<file path="config.mk">
export PLATFORM = sky130hd
export DESIGN_NAME = mem_stage
export DESIGN_NICKNAME = d
export VERILOG_FILES = /design/src/rtl/mem_stage_pkg.sv /design/src/rtl/mem_stage_data_memory.sv /design/src/rtl/mem_stage.sv
export SDC_FILE = /design/constraint.sdc
export NUM_CORES = 2
export LEC_CHECK = 0
export ABC_AREA = 0
export CORE_UTILIZATION = 50
export CTS_CLUSTER_SIZE = 12
export DETAILED_ROUTE_END_ITERATION = 8
export GPL_TIMING_DRIVEN = 0
export MAX_ROUTING_LAYER = met4
export PLACE_DENSITY = 0.66
export SYNTH_ARGS = -nofsm -noshare
export SYNTH_HDL_FRONTEND = slang
export SYNTH_HIERARCHICAL = 1
export SYNTH_SLANG_ARGS = --single-unit
export TNS_END_PERCENT = 30
</file>
<file path="constraint.sdc">
create_clock -name clk -period 6.2 [get_ports clk]
set_input_delay 0.93 -clock clk [delete_from_list [all_inputs] [get_ports clk]]
set_output_delay 0.93 -clock clk [all_outputs]
set_load 0.05 [all_outputs]
</file>
<file path="src/rtl/mem_stage_pkg.sv">
// Shared constants for the pipeline: register file size, data memory map,
// default wait states and the memory-stage FSM state encoding.
package mem_stage_pkg;

  localparam int REG_FILE_DEPTH  = 15;
  localparam int MEM_BASE_ADDR   = 1024;
  localparam int MEM_DEPTH       = 64;
  localparam int MEM_WAIT_CYCLES = 3;

  typedef enum logic [1:0] {
    ST_IDLE = 2'd0,
    ST_WAIT = 2'd1,
    ST_DONE = 2'd2
  } mem_state_e;

endpackage

</file>
<file path="src/rtl/mem_stage_data_memory.sv">
// Word-addressed data memory: synchronous write, asynchronous read.
// Contents are not cleared by reset.
module data_memory #(
  parameter int DEPTH = 64,
  parameter int AW    = 6
) (
  input  logic          clk,
  input  logic          we,
  input  logic [AW-1:0] addr,
  input  logic [31:0]   wdata,
  output logic [31:0]   rdata
);

  logic [31:0] mem [DEPTH];

  // Commit a word on the clock edge when write enable is high
  always_ff @(posedge clk) begin
    if (we) mem[addr] <= wdata;
  end

  assign rdata = mem[addr];

endmodule

</file>
<file path="src/rtl/mem_stage.sv">
// Memory stage of the 5-stage pipeline. Performs LDR/STR against the data
// memory with WAIT_CYCLES extra cycles per access and drives ready, which
// the top level inverts into the global freeze.
//
// Handshake: a request (mem_read_in or mem_write_in) is held stable by
// upstream while ready = 0; the access completes in the single cycle where
// request and ready are both high, and a store commits on the edge that ends
// that cycle. A request still present afterwards is a new access.
//
// Optional feature: define MEM_BOUNDS_CHECK_EN to add the mem_err output,
// which flags out-of-range or misaligned accesses; such stores are dropped
// and such loads return 0. Without it addresses wrap and the low two bits
// are ignored.
module mem_stage
  import mem_stage_pkg::*;
#(
  parameter int DEPTH       = MEM_DEPTH,
  parameter int BASE_ADDR   = MEM_BASE_ADDR,
  parameter int WAIT_CYCLES = MEM_WAIT_CYCLES
) (
  input  logic        clk,
  input  logic        rst,
  input  logic        wb_en_in,
  input  logic        mem_read_in,
  input  logic        mem_write_in,
  input  logic [31:0] alu_res_in,
  input  logic [31:0] val_rm_in,
  input  logic [3:0]  dst_in,
  output logic        wb_en_out,
  output logic        mem_read_out,
  output logic [31:0] alu_res_out,
  output logic [31:0] mem_data_out,
  output logic [3:0]  dst_out,
  output logic        ready
`ifdef MEM_BOUNDS_CHECK_EN
  ,
  output logic        mem_err
`endif
);

  localparam int AW = (DEPTH > 1) ? $clog2(DEPTH) : 1;
  // Counter value in the final WAIT cycle; the IDLE request cycle is the
  // first of the WAIT_CYCLES stalled cycles, so WAIT lasts WAIT_CYCLES-1.
  localparam logic [3:0] LAST_CNT = (WAIT_CYCLES >= 2) ? 4'(WAIT_CYCLES - 2) : 4'd0;

  mem_state_e state_q, state_d;
  logic [3:0] cnt_q, cnt_d;

  logic          req;
  logic          access_done;
  logic          addr_bad;
  logic          mem_we;
  logic [AW-1:0] word_idx;
  logic [31:0]   rdata;

  assign req         = mem_read_in | mem_write_in;
  assign word_idx    = AW'((alu_res_in - 32'(BASE_ADDR)) >> 2);
  assign access_done = req & ready & ~rst;

`ifdef MEM_BOUNDS_CHECK_EN
  logic mem_err_q, mem_err_d;

  assign addr_bad = (alu_res_in < 32'(BASE_ADDR)) ||
                    (alu_res_in >= 32'(BASE_ADDR + 4 * DEPTH)) ||
                    (alu_res_in[1:0] != 2'b00);
  assign mem_err_d = access_done & addr_bad;
  assign mem_err   = mem_err_q;

  // Flag a bad access for one cycle after it completes
  always_ff @(posedge clk) begin
    if (rst) mem_err_q <= 1'b0;
    else     mem_err_q <= mem_err_d;
  end
`else
  assign addr_bad = 1'b0;
`endif

  // Next-state and counter logic for the wait-state sequencer
  always_comb begin
    state_d = state_q;
    cnt_d   = cnt_q;
    if (WAIT_CYCLES != 0) begin
      case (state_q)
        ST_IDLE: begin
          if (req) begin
            cnt_d   = 4'd0;
            state_d = (WAIT_CYCLES == 1) ? ST_DONE : ST_WAIT;
          end
        end
        ST_WAIT: begin
          cnt_d = cnt_q + 4'd1;
          if (cnt_q == LAST_CNT) state_d = ST_DONE;
        end
        ST_DONE: state_d = ST_IDLE;
        default: state_d = ST_IDLE;
      endcase
    end
  end

  // State and counter registers with synchronous reset
  always_ff @(posedge clk) begin
    if (rst) begin
      state_q <= ST_IDLE;
      cnt_q   <= 4'd0;
    end else begin
      state_q <= state_d;
      cnt_q   <= cnt_d;
    end
  end

  // Ready: high for non-memory ops, and only in the last cycle of an access
  always_comb begin
    ready = 1'b1;
    if (WAIT_CYCLES != 0) begin
      if (rst) begin
        ready = ~req;
      end else begin
        case (state_q)
          ST_IDLE: ready = ~req;
          ST_WAIT: ready = 1'b0;
          ST_DONE: ready = 1'b1;
          default: ready = 1'b1;
        endcase
      end
    end
  end

  assign mem_we = mem_write_in & access_done & ~addr_bad;

  data_memory #(
    .DEPTH (DEPTH),
    .AW    (AW)
  ) u_data_memory (
    .clk   (clk),
    .we    (mem_we),
    .addr  (word_idx),
    .wdata (val_rm_in),
    .rdata (rdata)
  );

  assign mem_data_out = (mem_read_in & ~addr_bad) ? rdata : 32'd0;
  assign wb_en_out    = wb_en_in & ready & ~rst;
  assign mem_read_out = mem_read_in;
  assign alu_res_out  = alu_res_in;
  assign dst_out      = dst_in;

endmodule

</file>
## After elaboration in Yosys (flattened, before gate mapping)

Memories as Yosys holds them, arrays and structs flattened.
Index checks and enable logic that the tools add are counted.

- Flip-flop bits (word level): 6
- Word-level logic and storage cells: 31
- Output and inout port bits: 71
- Input bits: 73
- Memory bits (writable): 2048
- Memories kept: 1

Memories:

| name | words | bits a word | rd ports | clocked after memory_dff | write ports | line | RTL |
|---|---|---|---|---|---|---|---|
| u_data_memory.mem | 64 | 32 | 1 | 0 | 1 | mem_stage_data_memory.sv:14 | `logic [31:0] mem [DEPTH];` |

- Bitwise gates (word level): 8
- Add/sub/neg operators: 2
- Multiplexer cells: 10
- Eq/ne operators: 4
- Reduce and logical (&&, ||, !) cells: 4

Operators by type and width:

| kind | count |
|---|---|
| 2-to-1 mux 32 bit | 1 |
| one-hot mux 4 bit (2 select lines) | 1 |
| subtractor 8 x 1 -> 8 bit, second input constant | 1 |
| bitwise AND 1 bit | 5 |
| adder 4 x 1 -> 4 bit, second input constant | 1 |
| equality test 4 x 1 -> 1 bit, second input constant | 1 |
| 2-to-1 mux 2 bit | 2 |
| 2-to-1 mux 4 bit | 1 |
| inequality test 2 bit, second input constant | 2 |
| one-hot mux 2 bit (2 select lines) | 1 |
| AND reduction 2 bit | 2 |
| 2-to-1 mux 1 bit | 3 |
| equality test 2 x 1 -> 1 bit, second input constant | 1 |
| logical NOT 2 bit | 1 |
| NOT 1 bit | 2 |
| one-hot mux 1 bit (2 select lines) | 1 |
| nonzero test 2 bit | 1 |
| bitwise OR 1 bit | 1 |

## Longest topological paths before layout

- Depth after elaboration: 9
- Gate-level depth with buffers: 14

## By module

Netlist, hierarchy kept.

By module, submodules not included:

| module | area each (µm²) | cells each | times used |
|---|---|---|---|
| data_memory | 78287.6 | 4207 | 1 |
| mem_stage | 803.3 | 107 | 1 |

## Least setup slack after synthesis

OpenSTA, ideal clock, no wires.

- Path type: input to output
- From: input port alu_res_in[4]
- To: output port mem_data_out[29]
- Required time: 5.270 ns
- Path buffers: 2
- Path slack: 1.875 ns
- Arrival: 3.395 ns
- Stages on the path: 8
- Cells stage by stage: buf_2 -> buf_1 -> mux4_2 -> mux2i_1 -> nor2_1 -> or4b_1 -> or4_1 -> and2_1

- Longest elaborated chain between the ends: 3

Ends and longest elaborated chain:

| item | line | RTL |
|---|---|---|
| start, declared | mem_stage.sv:26 | `input logic [31:0] alu_res_in,` |
| subtractor 8 x 1 -> 8 bit | mem_stage.sv:57 | `assign word_idx = AW'((alu_res_in - 32'(BASE_ADDR)) >> 2);` |
| memory read (64 x 32 bit) | n/a |  |
| net rdata[29] | mem_stage.sv:54 | `logic [31:0] rdata;` |
| 2-to-1 mux 32 bit | mem_stage.sv:141 | `assign mem_data_out = (mem_read_in & ~addr_bad) ? rdata : 32'd0;` |
| end, declared | mem_stage.sv:32 | `output logic [31:0] mem_data_out,` |

The timed path passes the listed nets, and every way through them passes these cells.

## Worst setup path after layout

- From: input port alu_res_in[4]
- To: output port mem_data_out[30]

The elaborated chain is that of the path after synthesis.

==> impl_metrics.env <==
export IMPL_min_path_type="in2reg"
export IMPL_regToRegEndpoint="u_data_memory/mem[55][24]$_DFFE_PP_"
export IMPL_maxSlewHeadroom_pct=4.69
export IMPL_cts_sinks=2054
export IMPL_synth_top_cell_area_share_pct=77.8
export IMPL_worstSkewPairLatency_ns=0.80
export IMPL_io_pins=144
export IMPL_netlist_area_mm2=0.0791
export IMPL_grt_first_pass_wirelength_um=327000
export IMPL_die_w_um=400
export IMPL_remaining_drc_errors=0
export IMPL_layout_nets=4803
export IMPL_synthTopCellsByArea="edfxtp_1, mux2i_1, mux4_2, mux2_2, a221oi_1"
export IMPL_placedCellCount=6584
export IMPL_stdcell_count=6900
export IMPL_dieArea_mm2=0.160
export IMPL_synth_cell_types=58
export IMPL_pre_cts_ws_ns=-1.85
export IMPL_path_max_fanout=10
export IMPL_finalCriticalPeriod_ns=6.26
export IMPL_rsz0062_at_grt="true"
export IMPL_fin_skew_ns=0.0261
export IMPL_numCtsBuffers=199
export IMPL_grt_max_degree=65
export IMPL_synthArstFlopShare_pct=0
export IMPL_synthCells=4314
export IMPL_die_h_um=400
export IMPL_fp_coreArea_mm2=0.157
export IMPL_yosysTopAreaCell="edfxtp_1"
export IMPL_clk_pin_slew_ns=0.06
export IMPL_cap_violations=0
export IMPL_yosys_register_bits=2054
export IMPL_cp_arrival_ns=5.33
export IMPL_syn2layout_area_growth_pct=15.5
export IMPL_ctsHoldBuffers=0
export IMPL_setup_violations=6
export IMPL_r2r_cells=5
export IMPL_slew_violations=0
export IMPL_hold_start="val_rm_in[0]"
export IMPL_antenna_found_initial=12
export IMPL_rows=145
export IMPL_drtAntennaViolNets=0
export IMPL_max_slew_worst_pin_slew_ns=1.43
export IMPL_power_density_mw_per_mm2=306
export IMPL_cts_root_buf="clkbuf_16"
export IMPL_wl_um=235000
export IMPL_power_leakage_uw=0.0294
export IMPL_critPathCaptureType="output pin"
export IMPL_hold_ws_ns=0.400
export IMPL_synth_flop_cell="edfxtp_1"
export IMPL_wl_per_cell_um=34.0
export IMPL_grt_pass1_vias=44500
export IMPL_cts_tree="done"
export IMPL_setup_slack_ns=-0.0594
export IMPL_ys_top_cells_by_count="edfxtp_1, mux2i_1, a22oi_1"
export IMPL_routabilityCongestion=0.993
export IMPL_grt_total_usage_pct=30.2
export IMPL_violations="negative setup slack"
export IMPL_finalCritPeriodShare_pct=101
export IMPL_ys_warn_count=6
export IMPL_yosysSeqAreaShare_pct=77.9
export IMPL_path_class="in2out"
export IMPL_initial_core_util_pct=50.5
export IMPL_worstSetupStartpointType="input port"
export IMPL_clock_path_buffers=3
export IMPL_required_ns=5.27
export IMPL_drt_iter0_drc=6973
export IMPL_overflow=0
export IMPL_io_buffers=111
export IMPL_htree_levels=4
export IMPL_layout_drive_gt1_share_pct=18.7
export IMPL_total_power_uw=28000
export IMPL_vdd_drop_max_v=0.000304
export IMPL_max_freq_mhz=160
export IMPL_regToRegStartpoint="state_q[1]$_SDFFE_PP0P_"
export IMPL_dp_hpwl_um=159000
export IMPL_synth_edf_count=2048
export IMPL_vias=46000
export IMPL_hold_depth=1
export IMPL_dr_pass1_iters=8
export IMPL_status="finished with violations"
export IMPL_syn_num_nets=4389
export IMPL_regToRegSetupSlack_ns=1.84
export IMPL_holdPathEnd="u_data_memory/mem[34][0]$_DFFE_PP_"
export IMPL_viasPerCell=6.66
export IMPL_hold_violations=0
export IMPL_syn_avg_cell_area_um2=18.3
export IMPL_synth_most_common_cell="edfxtp_1"
## final cells by class
class / count / area, µm²
diodes: 13 / 32.5
plain buffers: 337 / 1850
clock buffers: 266 / 5360
clock inverters: 36 / 268
fillers: 11400 / 65200
inverters: 4 / 18.8
multi-input cells: 1917 / 16600
flip-flops and latches: 2054 / 61600
well taps: 2058 / 2570
repair buffers: 215 / 3010
## where the power goes
group          total [µW]  internal (µW)  switching (µW)
Combinational        1810            542            1270
Sequential          15300          15300            2.85
Clock               10900           6040            4870
## layout by cell type (no fill, tap or decap), drive strengths merged, types with 6 or more instances in the layout
cell and n:
nand3 56, nor2b 10, dfxtp 6, a31oi 44, o221ai 6, inv 9, and2 37, a221o 15
nor2 147, buf 285, o21ai 88, nand2b 19, a2111oi 15, diode 13, o22ai 94, dlygate4sd2 26
a22o 66, a22oi 188, edfxtp 2048, or4b 15, or4 15, nor4 14, o2bb2ai 15, a211oi 17
clkinv 27, clkbuf 450, a21oi 122, nand2 29, a221oi 175, mux2 147, o22a 70, a222oi 16
clkdlybuf4s50 46, nor3 24, mux2i 259, and3 85, mux4 96
## per-layer routing
metal / routed length [µm] / part of all wire, % / vias up / global-route usage [%]
li1: - / - / 18600 / -
met1: 87400 / 37 / 23600 / 39.4
met2: 107000 / 46 / 3144 / 45.0
met3: 27900 / 12 / 582 / 7.21
met4: 12000 / 5.1 / 0 / 13.8
met5: 0 / 0 / - / -
## logic make-up after synthesis
group	share of synthesized area, %
buffers and inverters	2.06
AOI/OAI and AO/OA	8.71
and+or+nand+nor	3.19
adders and majority gates	0.0316
DFF	77.9
muxes	8.10
## critical path: stages
cell and delay [ns]:
clkdlybuf4s50_1 0.55, buf_4 0.25, buf_4 0.33, clkbuf_4 0.34
buf_4 0.33, buf_4 0.32, mux4_2 0.38, mux2i_1 0.45
o22ai_1 0.17, or3_1 0.57, and2_1 0.23, dlygate4sd2_1 0.42
## per-stage QoR
stage | utilization (%) | cell area (µm²) | TNS, ns
2_1_floorplan | - | 79100 | 0
3_3_place_gp | 52.9 | 82800 | -2598.52
3_5_place_dp | 54.4 | 85200 | -37.27
4_1_cts | 58.3 | 91200 | -0.0302
5_1_grt | 58.3 | 91300 | -0.0238
6_report | 58.3 | 91300 | -0.170
## worst max path at each step
| stage | start | end | slack (ns) |
|---|---|---|---|
| final | alu_res_in[4] | mem_data_out[30] | -0.06 |
| after global routing | alu_res_in[3] | mem_data_out[12] | -0.02 |
| after CTS | alu_res_in[4] | mem_data_out[4] | -0.03 |
| after detailed placement | alu_res_in[4] | mem_data_out[6] | -1.85 |
| after global placement | alu_res_in[4] | mem_data_out[4] | -1.97 |
| after floorplan | alu_res_in[4] | mem_data_out[29] | 1.88 |
## sequential cells by signal, summed over array words and instances, names as in the netlist
signal             cells
state_q                2
cnt_q                  4
u_data_memory/mem   2048
## timing repair
action / CTS / global route
endpoints found under the setup margin: 32 / 20
setup buffers: 3 / 0
resized for setup: 200 / 63
pin swaps: 1 / 3
(Power assumes the default switching activity.)
